==> src/rtl/serial_adder_ctrl.sv <==
// Bit-serial adder sequencer: drives an external 1-bit full adder LSB first,
// chains its carry, and assembles a WIDTH-bit sum with a one-cycle done pulse.
module serial_adder_ctrl #(
  parameter int unsigned WIDTH = 8,
  parameter int unsigned CNT_W = 5
) (
  input  logic             clk,
  input  logic             reset,
  input  logic             start,
  input  logic [WIDTH-1:0] a,
  input  logic [WIDTH-1:0] b,
  input  logic             cin,
  output logic             busy,
  output logic             done,
  output logic [WIDTH-1:0] sum,
  output logic             cout,
  output logic             fa_a,
  output logic             fa_b,
  output logic             fa_cin,
  input  logic             fa_sum,
  input  logic             fa_cout
);

  typedef enum logic [1:0] {
    IDLE = 2'd0,
    RUN  = 2'd1,
    DONE = 2'd2
  } state_t;

  state_t           state;
  state_t           state_next;
  logic [WIDTH-1:0] a_sh;
  logic [WIDTH-1:0] b_sh;
  logic [WIDTH-1:0] res_sh;
  logic [WIDTH-1:0] res_next;
  logic             carry_q;
  logic [CNT_W-1:0] cnt;
  logic             last_bit;

  assign last_bit = (cnt == CNT_W'(WIDTH - 1));
  // New sum bit enters at the MSB so the LSB-first stream lands in place.
  assign res_next = (res_sh >> 1) | (WIDTH'(fa_sum) << (WIDTH - 1));

  // State register
  always_ff @(posedge clk or negedge reset) begin
    if (!reset) begin
      state <= IDLE;
    end else begin
      state <= state_next;
    end
  end

  // Next-state logic
  always_comb begin
    state_next = state;
    case (state)
      IDLE:    if (start) state_next = RUN;
      RUN:     if (last_bit) state_next = DONE;
      DONE:    state_next = IDLE;
      default: state_next = IDLE;
    endcase
  end

  // Output decode; full-adder drive is gated to RUN only
  always_comb begin
    busy   = 1'b0;
    done   = 1'b0;
    fa_a   = 1'b0;
    fa_b   = 1'b0;
    fa_cin = 1'b0;
    case (state)
      RUN: begin
        busy   = 1'b1;
        fa_a   = a_sh[0];
        fa_b   = b_sh[0];
        fa_cin = carry_q;
      end
      DONE: begin
        busy = 1'b1;
        done = 1'b1;
      end
      default: ;
    endcase
  end

  // Operand capture, bit shifting and result latch
  always_ff @(posedge clk or negedge reset) begin
    if (!reset) begin
      a_sh    <= '0;
      b_sh    <= '0;
      res_sh  <= '0;
      carry_q <= 1'b0;
      cnt     <= '0;
      sum     <= '0;
      cout    <= 1'b0;
    end else begin
      if (state == IDLE && start) begin
        a_sh    <= a;
        b_sh    <= b;
        carry_q <= cin;
        res_sh  <= '0;
        cnt     <= '0;
      end else if (state == RUN) begin
        a_sh    <= a_sh >> 1;
        b_sh    <= b_sh >> 1;
        res_sh  <= res_next;
        carry_q <= fa_cout;
        cnt     <= cnt + CNT_W'(1);
        if (last_bit) begin
          sum  <= res_next;
          cout <= fa_cout;
        end
      end
    end
  end

endmodule
==> config.mk <==
export PLATFORM = sky130hd
export DESIGN_NAME = serial_adder_ctrl
export DESIGN_NICKNAME = d
export VERILOG_FILES = /design/src/rtl/serial_adder_ctrl.sv
export SDC_FILE = /design/constraint.sdc
export NUM_CORES = 1
export LEC_CHECK = 0
export CAP_MARGIN = 25
export CORE_MARGIN = 4
export CORE_UTILIZATION = 30
export DETAILED_ROUTE_END_ITERATION = 7
export PLACE_DENSITY = 0.52
export SYNTH_ARGS = -nofsm -noshare
export SYNTH_HDL_FRONTEND = slang
export SYNTH_SLANG_ARGS = --single-unit
==> constraint.sdc <==
create_clock -name clk -period 1.7 [get_ports clk]
set_input_delay 0.34 -clock clk [delete_from_list [all_inputs] [get_ports clk]]
set_output_delay 0.34 -clock clk [all_outputs]
set_load 0.005 [all_outputs]
==> out/qor.txt, run 1 <==
Crit path largest cell delay = 0.40 ns
Leakage = 1.18 nW
Max-slew violation count = 0
WL met1 = 1.57 mm
Cts bufs inserted = 5
RSZ-0062 raised after global routing = yes
Tot Pwr = 4.18 mW
Worst Tran Pin Value = 0.229 ns
Initial DRC count = 26
Worst hold path class = in2async
Worst setup EP type = output pin
#FFs+latches synth = 40
VDD IR-drop max = 0.815 mV
Clk pwr share = 0.256
Worst Clk Skew = 0.00455 ns
Clock Tree Buf Depth = 2
Total track usage = 0.100
Complex-gate fraction of the synthesized area = 0.0550
Drt drc = 0
Internal = 2.90 mW
CP Cell Sequence = buf_6, inv_4, ha_4, buf_6, and2_4, buf_6
Clock root cell = clkbuf_8
Global placement routability congestion = 0.796
Final setup viols = 0
CP top delay family = flip-flops
XOR/XNOR Fraction of Synth Area = 0.0192
Synthesized area = 1820 sq um
Slowest-stage cell, CP = dfrtp_1
Hold_ws = 0.0131 ns
Most used cell, CP = buf_6
Synth Instances = 155
Fin crit share = 0.977
Logic pwr share = 0.386
Largest family of logic cells by synthesized area = multiplexers
Vias in the first global route = 1,296
Mux cell area share after synthesis = 0.195
Starting Density = 0.307
Peak Freq = 602 MHz
Slew HR = 0.848
Critical path class = reg2out
Post-Syn Nets = 183
Max Cap Viol = 0
Row cnt = 28
H-tree level count = 2
Antenna viol nets, final = 0
Minimum clock period = 1.66 ns
Kind of start point of the critical path = register
Worst EP required = 1.36 ns
Met2 routed WL = 1.73 mm
Layout area overhead = 39.4%
Final net count = 230
Post-synthesis adder-cell area fraction = 0.0412
WL met3 = 201 um
Initial antenna violation count = 0
Die ar. = 7380 sq um
IO Pins = 36
Ratio of cells with drive above 1 in the final layout = 0.251
Worst Path Buf+Inv = 4
I/O Buffers = 35
Global-route wire length before repair = 5.86 mm
Final wirelength = 3.53 mm
Seq pwr share = 0.359
Clk sinks = 40
Net switching share of the total power = 0.305
Vias post-DR = 1,249
Data arrival, critical path = 1.32 ns
Final Non-Filler Cells = 278
Final Hold Vio Count = 0
Post-Place Setup Slack = 0.00238 ns
Die X = 85.9 um
Clock latency on the worst-skew pair = 0.28 ns
Final global-route overflow total = 0
Largest net degree at the start of global routing = 41
Final setup margin = 0.0383 ns
Synth Area in Simple Gates = 0.106
Diode count = 0
Post-synthesis cell type count = 19
Core box area = 5920 sq um
Crit Path Max Fanout = 5
Vias/cell = 4.49
Ys Warns = 0
TritonCTS clock tree = built
Highest routing layer actually used = met4
Switching pwr = 1.27 mW
HPWL Detailed = 2.53 mm
Die Span Y = 85.9 um
Drt first pass iters = 4
Register area share after synthesis = 0.550
Status = completed
Dpl cells = 265
Power density cells = 1640 nW/um^2
Clock slew at reported path FFs = 0.08 ns
Routed wire per std cell = 12.7 um
Post-Syn Area per Cell = 11.7 sq um
Final setup TNS = 0 ns
[timing repair]
action	CTS	global route
endpoints found under the setup margin	5	16
resized for setup	18	17
hold buffers	0	0
gates cloned	0	1
pin swaps	1	0
setup buffers	4	0
[state kept, by name (all words and copies together) (netlist names)]
register	flops
cout	1
carry_q	1
a_sh	8
b_sh	8
state	2
cnt	5
res_sh	7
sum	8
[logic make-up (layout without fill, tap and decap cells)]
family / count (synthesis) / after routing
AO/OA/AOI/OAI: 18 / 18
XOR/XNOR: 4 / 4
adder cells (fa/ha/maj): 6 / 6
buffers and inverters: 13 / 60
flip-flops: 40 / 40
multiplexers: 34 / 34
AND/OR/NAND/NOR: 40 / 41
[cell usage after synthesis]
library cell  instances  area share
dfrtp_1              40        0.55
o21ai_0              17       0.047
nand4_1               2      0.0069
ha_1                  6       0.041
and2_1                3       0.010
xnor2_1               1      0.0048
xor2_1                3       0.014
nand2_1              20       0.041
inv_1                 4      0.0082
and2_4                1      0.0048
a2bb2oi_2             1      0.0082
nor2_1               12       0.025
and4bb_2              1      0.0069
buf_2                 5       0.014
nand3b_4              1       0.011
mux2i_1              23        0.13
mux2_2               11       0.068
clkbuf_1              3      0.0062
buf_6                 1      0.0062
[power groups by stage]
stage	clock network [mW]	registers (mW)	logic, mW
2_1_floorplan	0	1.45	0.966
3_3_place_gp	0	1.49	1.41
3_5_place_dp	0	1.51	1.44
4_1_cts	1.09	1.50	1.50
5_1_grt	1.13	1.54	1.79
6_report	1.07	1.50	1.61
[placed cells by master, fill, tap and decap left out, types with 2 or more instances in the layout]
| cell | netlist | routed |
|---|---|---|
| clkbuf_2 | 0 | 2 |
| xor2_1 | 3 | 3 |
| dfrtp_1 | 40 | 39 |
| buf_2 | 5 | 2 |
| and2_4 | 1 | 3 |
| buf_6 | 1 | 5 |
| nor2_1 | 12 | 12 |
| nand2_1 | 20 | 20 |
| buf_4 | 0 | 9 |
| clkdlybuf4s50_1 | 0 | 29 |
| inv_4 | 0 | 2 |
| nand4_1 | 2 | 2 |
| mux2i_1 | 23 | 23 |
| ha_1 | 6 | 4 |
| ha_4 | 0 | 2 |
| mux2_2 | 11 | 11 |
| o21ai_0 | 17 | 17 |
| clkbuf_8 | 0 | 5 |
| bufinv_16 | 0 | 3 |
[final timing paths]
kind,start,to,slack [ns],cells past startpoint
min in group clk,sum[0],sum[0],0.51,1
setup reg to reg,state[1],state[0],0.05,8
hold / removal,reset,sum[2],0.01,2
max in group asynchronous,reset,state[0],1.48,2
hold reg to reg,sum[0],sum[0],0.51,1
setup / recovery,state[1],fa_a,0.04,6
[stage by stage]
stage	instance area (sq um)	util
2_1_floorplan	1820	-
5_1_grt	2540	0.429
6_report	2540	0.429
3_3_place_gp	2290	0.388
3_5_place_dp	2290	0.388
4_1_cts	2490	0.421
[final cells by class]
class / count / area, sq um
Clock inverter: 3 / 90.1
Timing Repair Buffer: 48 / 454
Multi-Input combinational cell: 103 / 810
Inverter: 4 / 20.0
Tap cell: 75 / 93.8
Fill cell: 560 / 3380
Clock buffer: 5 / 68.8
Sequential cell: 40 / 1000
[layer usage]
layer	track usage	vias to the layer above
met5	0	-
met4	0.0302	0
met1	0.119	596
met3	0.0317	5
met2	0.173	30
li1	-	618
(Power assumes the default switching activity.)
==> run 2: changes to the inputs <==
TNS_END_PERCENT = 50   (was default)
==> run 2 against run 1 <==
Cell count is 1.1% lower; worst setup slack better by 0.047 ns; non-clock buffer count is 2 lower; via count is 2.6% lower; fmax is 2.9% higher; sequential share of layout area is 1.1 points higher; highest routed layer unchanged; utilization is 1.2 points lower; sequential power hardly changed; largest power group is now registers.
==> out/qor.txt, run 2 (same netlist as run 1, synthesis figures left out) <==
HPWL Detailed = 2.53 mm
Clock root cell = clkbuf_8
Peak Freq = 619 MHz
Total track usage = 0.0999
Internal = 2.80 mW
Die ar. = 7380 sq um
Clock latency on the worst-skew pair = 0.29 ns
Leakage = 1.15 nW
Final net count = 227
Global-route wire length before repair = 5.82 mm
Clk pwr share = 0.267
Global placement routability congestion = 0.796
Final Hold Vio Count = 0
Data arrival, critical path = 1.27 ns
Critical path class = reg2out
Net switching share of the total power = 0.301
Post-DP Area = 2290 sq um
Top flop regs = a_sh (8), b_sh (8), sum (8)
Drt drc = 0
Tot Pwr = 4.00 mW
Commonest non-fill, non-tap cell in the layout = dfrtp_1
Worst Clk Skew = 0.00533 ns
Layout area overhead = 35.7%
Switching pwr = 1.20 mW
Final setup viols = 0
Routed wire per std cell = 12.3 um
Slew HR = 0.848
Antenna viol nets, final = 0
Seq pwr share = 0.374
Vias post-DR = 1,217
Initial DRC count = 30
Commonest cells after routing, fill and taps aside = dfrtp_1 (39), clkdlybuf4s50_1 (29), mux2i_1 (23)
Core box area = 5920 sq um
Fin crit share = 0.950
Worst setup EP type = output pin
RR Startpoint = state[0]
Final core occ = 0.417
Max-slew violation count = 0
R2R depth = 5
RSZ-0062 raised after global routing = no
I/O Buffers = 35
Kind of start point of the critical path = register
Crit Path Max Fanout = 6
Die X = 85.9 um
Cts bufs inserted = 5
Worst Tran Pin Value = 0.229 ns
TritonCTS clock tree = built
Clock Tree Buf Depth = 2
Post-Place Setup Slack = 0.00238 ns
Hold buffers post-CTS = 0
Largest net degree at the start of global routing = 41
Status = completed
Minimum clock period = 1.61 ns
Worst hold path class = in2async
H-tree level count = 2
Final setup margin = 0.0853 ns
Dpl cells = 265
Worst EP required = 1.36 ns
Hold_ws = 0.0113 ns
VDD IR-drop max = 0.848 mV
Row cnt = 28
Drt first pass iters = 4
Final Non-Filler Cells = 275
Final setup TNS = 0 ns
Final global-route overflow total = 0
Final wirelength = 3.37 mm
Worst reg2reg path endpoint = state[0]
Diode count = 0
Max Cap Viol = 0
Power density cells = 1620 nW/um^2
Initial antenna violation count = 0
Clock slew at reported path FFs = 0.08 ns
Ratio of cells with drive above 1 in the final layout = 0.205
Clk sinks = 40
Worst Setup SP = state[0]
Vias in the first global route = 1,280
Die Span Y = 85.9 um
Starting Density = 0.307
Register-to-Register Setup Slack = 0.09 ns
Vias/cell = 4.43
Fin area = 2470 sq um
Logic pwr share = 0.359
IO Pins = 36
## run 2: changes by cell type in the layout (fill, tap and decap cells not counted), sizes merged
cell and change:
nand3b -1, buf -5, clkdlybuf4s15 +3
## run 2: worst max-delay path by stage
| stage | endpoint | depth (start not counted) |
|---|---|---|
| after floorplan | cout | 6 |
| after global placement | fa_cin | 4 |
| after detailed placement | fa_a | 4 |
| after CTS | fa_a | 3 |
| after global routing | fa_a | 4 |
| final | fa_a | 3 |
## run 2: cell type report
cell class                 count  area (sq um)
clock buffer                   5          68.8
fill                         568          3450
inverter                       4          15.0
timing repair buffer          46           430
clock inverter                 3          90.1
sequential                    40          1000
tap                           75          93.8
multi-input combinational    102           769
## run 2: per-layer routing
layer  global-route usage  vias to the layer above  routed length [um]
li1                     -                      607                   -
met1                0.120                      575                1510
met2                0.170                       30                1630
met3               0.0317                        5                 196
met4               0.0302                        0                  29
met5                    0                        -                   0
## run 2: critical path, cell delays in order (launching register included)
cell and delay [ns]:
dfrtp_2 0.45, ha_4 0.19, and2_1 0.15, clkdlybuf4s15_1 0.20
## run 2: power by group through the flow
stage / combinational [mW] / clock, mW / sequential (mW)
after CTS: 1.47 / 1.09 / 1.50
after global placement: 1.41 / 0 / 1.49
after global routing: 1.61 / 1.13 / 1.54
after detailed placement: 1.44 / 0 / 1.51
final: 1.43 / 1.07 / 1.50
after floorplan: 0.966 / 0 / 1.45
## run 2: what timing repair did
action                                  4_1_cts  5_1_grt
setup buffers                                 2        0
pin swaps                                     1        1
gates resized for setup                      11        5
endpoints found under the setup margin        5        5
hold endpoints to repair                      0        0
